## config.mk

```make
export PLATFORM = sky130hd
export DESIGN_NAME = msdap_serial_rx
export DESIGN_NICKNAME = d
export VERILOG_FILES = /design/src/rtl/msdap_pkg.sv /design/src/rtl/msdap_sync_bit.sv /design/src/rtl/msdap_serial_rx.sv
export SDC_FILE = /design/constraint.sdc
export NUM_CORES = 1
export LEC_CHECK = 0
export ABC_AREA = 1
export BUFFER_PORTS_ARGS = -buffer_cell sky130_fd_sc_hd__buf_2
export CAP_MARGIN = 20
export CELL_PAD_IN_SITES_DETAIL_PLACEMENT = 1
export CELL_PAD_IN_SITES_GLOBAL_PLACEMENT = 1
export CORE_ASPECT_RATIO = 0.5
export CORE_UTILIZATION = 40
export CTS_CLUSTER_SIZE = 28
export DETAILED_ROUTE_END_ITERATION = 10
export HOLD_SLACK_MARGIN = 0.12
export PLACE_DENSITY = 0.7
export SLEW_MARGIN = 5
export SYNTH_ARGS = -nofsm -noshare
export SYNTH_HDL_FRONTEND = slang
export SYNTH_SLANG_ARGS = --single-unit
```

## constraint.sdc

```tcl
create_clock -name Sclk -period 2.3 [get_ports Sclk]
set_clock_uncertainty 0.2 [all_clocks]
set_input_delay 0.23 -clock Sclk [delete_from_list [all_inputs] [get_ports Sclk]]
set_output_delay 0.23 -clock Sclk [all_outputs]
set_load 0.01 [all_outputs]
```

## src/rtl/msdap_pkg.sv

```systemverilog
// rtl/msdap_pkg.sv - shared MSDAP constants and receiver state type
package msdap_pkg;

    localparam int WORD_W      = 16;
    localparam int ZERO_RUN    = 800;
    localparam int ZCNT_W      = 10;
    localparam int SYNC_STAGES = 2;

    typedef enum logic {
        IDLE  = 1'b0,
        SHIFT = 1'b1
    } rx_state_t;

endpackage

```

## src/rtl/msdap_sync_bit.sv

```systemverilog
// rtl/msdap_sync_bit.sv - multi-stage single-bit synchroniser into the Sclk domain
module msdap_sync_bit #(
    parameter int STAGES = 2
) (
    input  logic clk,
    input  logic rst_n,
    input  logic d,
    output logic q
);

    logic [STAGES-1:0] ff;

    always_ff @(posedge clk or negedge rst_n) begin
        if (!rst_n) begin
            ff <= '0;
        end else begin
            ff <= {ff[STAGES-2:0], d};
        end
    end

    assign q = ff[STAGES-1];

endmodule

```

## src/rtl/msdap_serial_rx.sv

```systemverilog
// rtl/msdap_serial_rx.sv - oversampling stereo serial receiver with framing check and zero-run detect
module msdap_serial_rx #(
    parameter int WORD_W      = msdap_pkg::WORD_W,
    parameter int SYNC_STAGES = msdap_pkg::SYNC_STAGES,
    parameter int ZERO_RUN    = msdap_pkg::ZERO_RUN,
    parameter int ZCNT_W      = msdap_pkg::ZCNT_W
) (
    input  logic              Sclk,
    input  logic              Reset,
    input  logic              Dclk,
    input  logic              Frame,
    input  logic              InputL,
    input  logic              InputR,
    input  logic              rx_en,
    output logic [WORD_W-1:0] data_l,
    output logic [WORD_W-1:0] data_r,
    output logic              word_valid,
    output logic              frame_err,
    output logic              zero_run,
    output logic              busy
);

    import msdap_pkg::rx_state_t;
    import msdap_pkg::IDLE;
    import msdap_pkg::SHIFT;

    localparam int CNT_W = $clog2(WORD_W);

    logic dclk_s, frame_s, in_l_s, in_r_s;
    logic dclk_d;
    logic strike;

    rx_state_t         state;
    logic [CNT_W-1:0]  cnt;
    logic [WORD_W-1:0] sh_l, sh_r;
    logic [WORD_W-1:0] nxt_l, nxt_r;
    logic [ZCNT_W-1:0] zc, zc_nxt;

    msdap_sync_bit #(.STAGES(SYNC_STAGES)) u_sync_dclk  (.clk(Sclk), .rst_n(Reset), .d(Dclk),   .q(dclk_s));
    msdap_sync_bit #(.STAGES(SYNC_STAGES)) u_sync_frame (.clk(Sclk), .rst_n(Reset), .d(Frame),  .q(frame_s));
    msdap_sync_bit #(.STAGES(SYNC_STAGES)) u_sync_inl   (.clk(Sclk), .rst_n(Reset), .d(InputL), .q(in_l_s));
    msdap_sync_bit #(.STAGES(SYNC_STAGES)) u_sync_inr   (.clk(Sclk), .rst_n(Reset), .d(InputR), .q(in_r_s));

    // Dclk falling edge: the source drives on the rising edge, so data is mid-eye here
    assign strike = ~dclk_s & dclk_d;

    // LSB arrives first; after WORD_W right-shifts bit 0 sits at position 0
    assign nxt_l = {in_l_s, sh_l[WORD_W-1:1]};
    assign nxt_r = {in_r_s, sh_r[WORD_W-1:1]};

    assign busy = (state == SHIFT);

    always_comb begin
        zc_nxt = zc;
        if (word_valid) begin
            if (data_l == '0 && data_r == '0) begin
                zc_nxt = (zc == ZCNT_W'(ZERO_RUN)) ? zc : zc + ZCNT_W'(1);
            end else begin
                zc_nxt = '0;
            end
        end
    end

    always_ff @(posedge Sclk or negedge Reset) begin
        if (!Reset) begin
            dclk_d     <= 1'b0;
            state      <= IDLE;
            cnt        <= '0;
            sh_l       <= '0;
            sh_r       <= '0;
            data_l     <= '0;
            data_r     <= '0;
            word_valid <= 1'b0;
            frame_err  <= 1'b0;
            zc         <= '0;
            zero_run   <= 1'b0;
        end else begin
            dclk_d     <= dclk_s;
            word_valid <= 1'b0;
            frame_err  <= 1'b0;
            zc         <= zc_nxt;
            zero_run   <= (zc_nxt == ZCNT_W'(ZERO_RUN));
            if (strike) begin
                case (state)
                    IDLE: begin
                        if (frame_s && rx_en) begin
                            sh_l  <= nxt_l;
                            sh_r  <= nxt_r;
                            cnt   <= CNT_W'(1);
                            state <= SHIFT;
                        end
                    end
                    SHIFT: begin
                        sh_l <= nxt_l;
                        sh_r <= nxt_r;
                        // A Frame mid-word restarts the word with this strike's bit as bit 0
                        if (frame_s && cnt != '0) begin
                            frame_err <= 1'b1;
                            cnt       <= CNT_W'(1);
                        end else if (cnt == CNT_W'(WORD_W - 1)) begin
                            data_l     <= nxt_l;
                            data_r     <= nxt_r;
                            word_valid <= 1'b1;
                            cnt        <= '0;
                            state      <= IDLE;
                        end else begin
                            cnt <= cnt + CNT_W'(1);
                        end
                    end
                    default: state <= IDLE;
                endcase
            end
        end
    end

endmodule

```

Word level (Yosys, flattened, before mapping)
Cells that the tools add are included.
W data, S select, Z words.
{"block": "totals", "word_cells": 55, "in_bits": 7, "register_bits": 91}
{"block": "classes", "reduce_logical": 8, "bitwise": 4, "eq_ne": 4, "muxes": 22, "add_sub_neg": 2}
{"operator": "$pmux W16 S2", "n": 2}
{"operator": "$logic_not A16 Y1", "n": 2}
{"operator": "$mux W16", "n": 2}
{"operator": "$mux W10", "n": 3}
{"operator": "$eq A10 B10 Y1 const B", "n": 2}
{"operator": "$mux W4", "n": 3}
{"operator": "$add A10 B1 Y10 const B", "n": 1}
{"operator": "$mux W1", "n": 10}
{"operator": "$pmux W4 S2", "n": 1}
{"operator": "$add A4 B1 Y4 const B", "n": 1}
{"operator": "$eq A4 B4 Y1 const B", "n": 1}
{"operator": "$reduce_and A4 Y1", "n": 1}
{"operator": "$reduce_bool A4 Y1", "n": 1}
{"operator": "$logic_and A1 B1 Y1", "n": 3}
{"operator": "$not A1 Y1", "n": 3}
{"operator": "$ne A2 B2 Y1 const B", "n": 1}
{"operator": "$pmux W1 S2", "n": 1}
{"operator": "$reduce_and A2 Y1", "n": 1}
{"operator": "$and A1 B1 Y1", "n": 1}

Logic depth before layout (Yosys ltp)
Gate-level depths: netlist of run 1.
{"block": "logic_depth", "ltp_word": 5, "ltp_mapped": 13}

Modules after synthesis
A second synthesis of run 1 with hierarchy kept.
{"block": "unflattened", "hier_cells": 437, "area_unflattened_um2": 3806.2}
{"module": "msdap_serial_rx", "cells_each": 429, "area_per_inst_um2": 3606.0, "n_inst": 1, "seq_area_each_um2": 2026.9}
{"module": "msdap_sync_bit", "cells_each": 2, "area_per_inst_um2": 50.0, "n_inst": 4, "seq_area_each_um2": 50.0}

Least setup slack after synthesis of run 1
OpenSTA, ideal clock, no wires.
{"block": "synth_path", "path_type": "reg2reg", "from": "reg cnt[0]", "to": "reg data_l[11]", "slack_ns": 0.574, "required_time_ns": 1.982, "path_stages_with_launch": 12, "synth_period_minus_slack_ns": 1.726, "setup_time_ns": 0.118, "t_arrival_ns": 1.408, "cell_sequence": "dfrtp_1 -> inv_1 -> ha_1 -> nand3_1 -> and2_4 -> inv_2 -> nand4_2 -> nor2_4 -> inv_4 -> buf_6 -> nand2_1 -> o21ai_2"}
{"block": "synth_between", "elab_chain_len": 4, "elab_cells_between_ends": 5, "classes_between": "eq/ne (1); bitwise (1); reduce/logical (3)"}
{"element": "start: declaration", "line_no": "msdap_serial_rx.sv:34", "rtl": "logic [CNT_W-1:0] cnt;"}
{"element": "start signal: assignment", "line_no": "msdap_serial_rx.sv:107", "rtl": "cnt <= cnt + CNT_W'(1);"}
{"element": "$reduce_bool A4 Y1", "line_no": "msdap_serial_rx.sv:97", "rtl": "if (frame_s && cnt != '0) begin"}
{"element": "$logic_and A1 B1 Y1", "line_no": "msdap_serial_rx.sv:97"}
{"element": "$not A1 Y1 (no line)"}
{"element": "$reduce_and A4 Y1 (no line) (*)"}
{"element": "end signal: assignment", "line_no": "msdap_serial_rx.sv:101", "rtl": "data_l <= nxt_l;"}
{"element": "end: declaration", "line_no": "msdap_serial_rx.sv:15", "rtl": "output logic [WORD_W-1:0] data_l,"}
Every way passes the cells marked *; elsewhere a longest branch is shown, timed or not.
A chain may end at the register's enable or synchronous reset.

Worst setup path after layout of run 1
Ends and elaborated chain as after synthesis.

==> results.json, run 1 <==
{
  "status": "complete, no violations",
  "finalWeightedCongestion": 0.735,
  "mappedNetlistArea_um2": 3900,
  "design_power_total_uw": 3750,
  "dieHeight_um": 71.9,
  "rsz0062_at_grt": "no",
  "dr.first_iter.drc_count": 147,
  "finalCriticalPeriod_ns": 1.99,
  "insertion_delay_ns": 0.34,
  "synth.net_count": 436,
  "worstSetupStartpointType": "flop",
  "globalRoute.totalOverflow": 0,
  "critPathSlowestCell": "sky130_fd_sc_hd__inv_6",
  "initial_core_util": 0.413,
  "final-hold-violation-count": 0,
  "grt_max_degree": 65,
  "final_total_negative_setup_slack_ns": 0,
  "cts.path.max_buffers": 2,
  "via_count": 2818,
  "route.detailed.drc": 0,
  "die_x_um": 142,
  "vias_per_cell": 4.58,
  "total_setup_buffers_inserted_after_cts": 0,
  "arrival_ns": 2.06,
  "synth_top_area_cell": "sky130_fd_sc_hd__dfrtp_1",
  "first_global_vias": 2862,
  "critPathRequiredTime_ns": 2.37,
  "clk_root_buffer_cell": "sky130_fd_sc_hd__clkbuf_16",
  "path_cells": "inv_1 -> ha_1 -> nand3_1 -> and2_4 -> inv_2 -> nand4_2 -> nor2_4 -> inv_6 -> nand2_1 -> o21ai_2",
  "detail-route-antenna-nets": 0,
  "grtUsageMet2": 0.293,
  "count_of_boundary_i_o_pins": 43,
  "critical_path_sink_type": "flop",
  "detailedPlacementHpwl_um": 5600,
  "synth_top_cells_by_count": "112 x sky130_fd_sc_hd__nand2_1, 89 x sky130_fd_sc_hd__dfrtp_1, 60 x sky130_fd_sc_hd__inv_1",
  "power.ir.vdd_worst_mv": 0.369,
  "grt_usage": 0.180,
  "max_freq_mhz": 502,
  "drt_pass1_iterations": 4,
  "yosysUniqueCellTypes": 28,
  "hold_class": "reg -> reg",
  "rows": 25,
  "clock-sinks": 89,
  "synth_sequential_area_ratio": 0.570,
  "max_transition_viols_final": 0,
  "num_cts_buffers": 9,
  "path_max_fanout": 62,
  "worstSetupPathType": "reg -> reg",
  "wl_per_cell_um": 13.2,
  "path_clk_slew_ns": 0.06,
  "place.port_buffers": 42,
  "placeableCoreArea_um2": 9450,
  "grt_antenna_before_repair": 0,
  "relSlewSlack": 0.466,
  "global_route_track_usage_on_met3": 0.0421,
  "final_layout_size_suffix_gt1_frac": 0.229,
  "floorplan.die_area_um2": 10200,
  "final_setup_viols": 0,
  "synth_enable_flop_cells": 0,
  "ys_ff_latch": 89,
  "timing.final.crit_share": 0.867,
  "synth.most_common_cell": "sky130_fd_sc_hd__nand2_1",
  "synth.avg_cell_area_um2": 9.19,
  "yosys_most_used_dff": "sky130_fd_sc_hd__dfrtp_1",
  "nets": 487,
  "ys_top_cells_by_area": "sky130_fd_sc_hd__dfrtp_1 57%, sky130_fd_sc_hd__nand2_1 11%, sky130_fd_sc_hd__o21ai_2 7.0%, sky130_fd_sc_hd__inv_1 5.8%, sky130_fd_sc_hd__o21ai_0 4.2%",
  "tightest_slew_ns": 0.799,
  "drv.max_cap_violation_count": 0,
  "flow.area_growth_from_synthesis_pct": 17.8,
  "clock_tree_from_tritoncts": "yes",
  "grt_first_pass_wirelength_um": 13900,
  "yosysWarningCount": 0,
  "synth_async_sr_flop_share": 1.00,
  "powerDensity_nw_per_um2": 814,
  "drt_wl_total_um": 8100,
  "globalRoute.busiestLayer": "met2",
  "highest_cell_delay_on_the_worst_timing_path_ns": 0.39,
  "groute.layer.met1.usage": 0.238,
  "cts_htree_levels": 3,
  "n_antenna_cell": 0,
  "post-synth-top-area-fraction": 0.570,
  "syn_inst": 425,
  "timing.critical_path.buf_inv": 3,
  "lkg_pwr_uw": 0.00237,
  "critPathTopFamily": "buffers and inverters"
}
==> layer usage <==
metal | share of wire | wire, µm
met5 | 0 | 0
met4 | 0.012 | 94
met3 | 0.023 | 189
met2 | 0.48 | 3910
met1 | 0.48 | 3910
==> area by class of cell <==
class / count / area [µm²]
clock buffers: 13 / 270
clock inverters: 2 / 12.5
fillers: 1141 / 4840
inverters: 66 / 253
multi-input cells: 257 / 1340
flip-flops and latches: 89 / 2230
well taps: 135 / 169
repair buffers: 53 / 335
==> power breakdown <==
part | internal, µW | total, µW | switching [µW] | leakage, µW
Sequential | 1760 | 1880 | 118 | 0.00119
Combinational | 162 | 487 | 325 | 0.00104
Clock | 813 | 1380 | 568 | 0.000138
==> kinds of logic after synthesis <==
group | after synthesis | synth area share
simple gates | 181 | 0.198
flops | 89 | 0.570
buf+inv | 79 | 0.0897
compound gates | 70 | 0.125
fa+ha+maj | 4 | 0.0128
xor+xnor | 2 | 0.00449
==> registers in the layout, summed over array words and instances (netlist names) <==
signal           flops
busy                 1
data_r              16
zc                  10
frame_err            1
word_valid           1
data_l              16
u_sync_dclk.ff       2
u_sync_inl.ff        2
u_sync_frame.ff      2
sh_l                15
u_sync_inr.ff        2
zero_run             1
dclk_d               1
sh_r                15
cnt                  4
==> per-stage QoR <==
stage	hold slack, ns	instance area [µm²]	instances	setup slack [ns]	util
final	0.151	4600	615	0.306	0.487
after global routing	0.158	4600	615	0.140	0.487
after CTS	0.153	4600	615	0.133	0.487
after floorplan	-0.266	3910	425	0.574	-
after global placement	-0.0721	4260	594	0.241	0.451
after detailed placement	-0.0695	4260	594	0.155	0.451
==> what timing repair did <==
item | CTS | global route
endpoints found under the hold margin | 93 | 0
resized for setup | 0 | 1
hold buffers | 6 | 0
setup endpoints to repair | 0 | 13
==> layout by cell type (no fill, tap or decap), types with 2 or more instances in the layout <==
cell / instances
sky130_fd_sc_hd__clkbuf_8: 3
sky130_fd_sc_hd__buf_4: 4
sky130_fd_sc_hd__nand3_1: 16
sky130_fd_sc_hd__nor2_1: 38
sky130_fd_sc_hd__buf_2: 41
sky130_fd_sc_hd__inv_1: 60
sky130_fd_sc_hd__nor2_4: 2
sky130_fd_sc_hd__nor2_2: 3
sky130_fd_sc_hd__buf_12: 2
sky130_fd_sc_hd__dlygate4sd3_1: 6
sky130_fd_sc_hd__nand2_2: 2
sky130_fd_sc_hd__dfrtp_1: 89
sky130_fd_sc_hd__nand2_1: 112
sky130_fd_sc_hd__clkbuf_16: 9
sky130_fd_sc_hd__o21ai_0: 33
sky130_fd_sc_hd__xor2_1: 2
sky130_fd_sc_hd__nand4_2: 2
sky130_fd_sc_hd__o21ai_2: 31
sky130_fd_sc_hd__inv_2: 4
sky130_fd_sc_hd__ha_1: 4
sky130_fd_sc_hd__nand4_1: 3
sky130_fd_sc_hd__a21oi_1: 2
==> path summary, 6_finish.rpt <==
check	slack, ns	endpoint	cells after the start	start
setup / recovery	0.31	data_l[11]$_DFFE_PN0P_	10	cnt[0]$_DFFE_PN0P_
hold / removal	0.15	u_sync_frame.ff[1]$_DFF_PN0_	0	u_sync_frame.ff[0]$_DFF_PN0_
setup reg to reg	0.31	data_l[11]$_DFFE_PN0P_	10	cnt[0]$_DFFE_PN0P_
max in group asynchronous	0.47	zc[8]$_DFF_PN0_	3	Reset
min in group asynchronous	0.26	sh_l[4]$_DFFE_PN0P_	3	Reset
hold reg to reg	0.15	u_sync_frame.ff[1]$_DFF_PN0_	0	u_sync_frame.ff[0]$_DFF_PN0_
Power figures use the tool's default switching activity.
==> inputs of run 2 (changes only) <==
- CTS_BUF_LIST: unset -> sky130_fd_sc_hd__clkbuf_2
==> results.json, run 2 (synthesized netlist as in run 1, its figures left out) <==
{
  "status": "complete, no violations",
  "dr.first_iter.drc_count": 130,
  "arrival_ns": 2.56,
  "drt_pass1_iterations": 4,
  "final_total_negative_setup_slack_ns": 0,
  "hold_class": "reg -> reg",
  "vias_per_cell": 4.57,
  "grt_first_pass_wirelength_um": 13700,
  "grt_antenna_before_repair": 0,
  "final-hold-violation-count": 0,
  "clk_root_buffer_cell": "sky130_fd_sc_hd__clkbuf_2",
  "worstSetupPathType": "in -> async",
  "finalCriticalPeriod_ns": 2.13,
  "rsz0062_at_grt": "no",
  "first_global_vias": 2882,
  "cts_htree_levels": 3,
  "n_antenna_cell": 0,
  "route.detailed.drc": 0,
  "final_layout_size_suffix_gt1_frac": 0.222,
  "max_transition_viols_final": 0,
  "rows": 25,
  "max_freq_mhz": 470,
  "drt_wl_total_um": 7960,
  "flow.area_growth_from_synthesis_pct": 14.0,
  "hp-start": "u_sync_frame.ff[0]$_DFF_PN0_",
  "layout_common_cells": "112 x sky130_fd_sc_hd__nand2_1, 89 x sky130_fd_sc_hd__dfrtp_1, 60 x sky130_fd_sc_hd__inv_1",
  "grt_max_degree": 65,
  "grt_usage": 0.178,
  "clock-sinks": 89,
  "timing.critical_path.buf_inv": 4,
  "detail-route-antenna-nets": 0,
  "cts.path.max_buffers": 2,
  "fill_cells": 1157,
  "initial_core_util": 0.413,
  "floorplan.die_area_um2": 10200,
  "finalWeightedCongestion": 0.735,
  "detailedPlacementHpwl_um": 5600,
  "rr_worst_depth": 10,
  "tightest_slew_ns": 0.782,
  "place.port_buffers": 42,
  "lkg_pwr_uw": 0.00231,
  "largest_registers": "data_l x16, data_r x16",
  "critPathRequiredTime_ns": 2.73,
  "placeableCoreArea_um2": 9450,
  "crit_start": "Reset",
  "critPathSlowestCell": "sky130_fd_sc_hd__dlygate4sd3_1",
  "critical_path_sink_type": "asynchronous set/reset pin",
  "reg2reg_from": "cnt[0]$_DFFE_PN0P_",
  "worstSetupStartpointType": "input pin",
  "timing.final.crit_share": 0.926,
  "drv.max_cap_violation_count": 0,
  "placement.cell_area_um2": 4260,
  "globalRoute.totalOverflow": 0,
  "relSlewSlack": 0.477,
  "r2r_setup_slack_ns": 0.26,
  "endpoint": "zc[7]$_DFF_PN0_",
  "powerDensity_nw_per_um2": 671,
  "stages_on_the_worst_setup_path": 4,
  "dieHeight_um": 71.9,
  "via_count": 2838,
  "path_cells": "dlygate4sd3_1 -> dlygate4sd3_1 -> buf_4 -> dlygate4sd3_1",
  "total_setup_buffers_inserted_after_cts": 0,
  "highest_cell_delay_on_the_worst_timing_path_ns": 1.07,
  "insertion_delay_ns": 0.55,
  "num_cts_buffers": 9,
  "die_x_um": 142,
  "crit-reg2reg-capture": "data_r[1]$_DFFE_PN0P_",
  "nets": 493,
  "critPathTopFamily": "buffers and inverters",
  "postLayoutCellArea_um2": 4450,
  "clock_tree_from_tritoncts": "yes",
  "crit_path_frequent_cell": "sky130_fd_sc_hd__dlygate4sd3_1",
  "count_of_boundary_i_o_pins": 43,
  "wl_per_cell_um": 12.8,
  "power.ir.vdd_worst_mv": 0.336,
  "final_setup_viols": 0,
  "path_clk_slew_ns": 0.21,
  "path_max_fanout": 16,
  "layout_commonest_cell": "sky130_fd_sc_hd__nand2_1"
}
-- run 2: per-stage QoR --
step           total power [µW]  setup WS [ns]   util  instances  hold slack (ns)
6_report                   2990          0.171  0.471        621            0.182
5_1_grt                    3200        0.00443  0.471        621            0.194
4_1_cts                    3050          0.101  0.471        621            0.186
3_5_place_dp               2390          0.155  0.451        594          -0.0695
3_3_place_gp               2360          0.241  0.451        594          -0.0721
2_1_floorplan              2210          0.574      -        425           -0.266
-- run 2: cell type report --
type | instances | area, µm² | area share
inverters | 66 | 253 | 0.0568
repair buffers | 59 | 395 | 0.0888
clock inverters | 5 | 23.8 | 0.00534
flip-flops and latches | 89 | 2230 | 0.500
clock buffers | 10 | 50.0 | 0.0112
multi-input cells | 257 | 1340 | 0.300
well taps | 135 | 169 | 0.0379
-- run 2: power by group --
group | internal, µW | switching (µW) | total (µW) | leakage [µW]
clock network | 128 | 497 | 626 | 0.0000503
registers | 1760 | 117 | 1870 | 0.00119
logic | 168 | 321 | 490 | 0.00106
total | 2050 | 935 | 2990 | 0.00231
-- run 2: repair_timing --
action                     4_1_cts  5_1_grt
resized for setup                0        1
hold buffers                    12        0
hold endpoints to repair       126        0
setup endpoints to repair        0       31
-- run 2: layer usage --
| metal | wire length (µm) | up-vias | GRT usage |
|---|---|---|---|
| li1 | - | 1431 | - |
| met1 | 3920 | 1370 | 0.233 |
| met2 | 3750 | 30 | 0.288 |
| met3 | 208 | 7 | 0.0495 |
| met4 | 79 | 0 | 0.0621 |
| met5 | 0 | - | 0 |
-- run 2: worst min path at each step --
| stage | end | slack [ns] | cells past startpoint |
|---|---|---|---|
| after floorplan | busy$_DFFE_PN0P_ | -0.27 | 0 |
| after global placement | zc[0]$_DFF_PN0_ | -0.07 | 1 |
| after detailed placement | zc[0]$_DFF_PN0_ | -0.07 | 1 |
| after CTS | u_sync_frame.ff[1]$_DFF_PN0_ | 0.19 | 0 |
| after global routing | u_sync_frame.ff[1]$_DFF_PN0_ | 0.19 | 0 |
| final | u_sync_frame.ff[1]$_DFF_PN0_ | 0.18 | 0 |
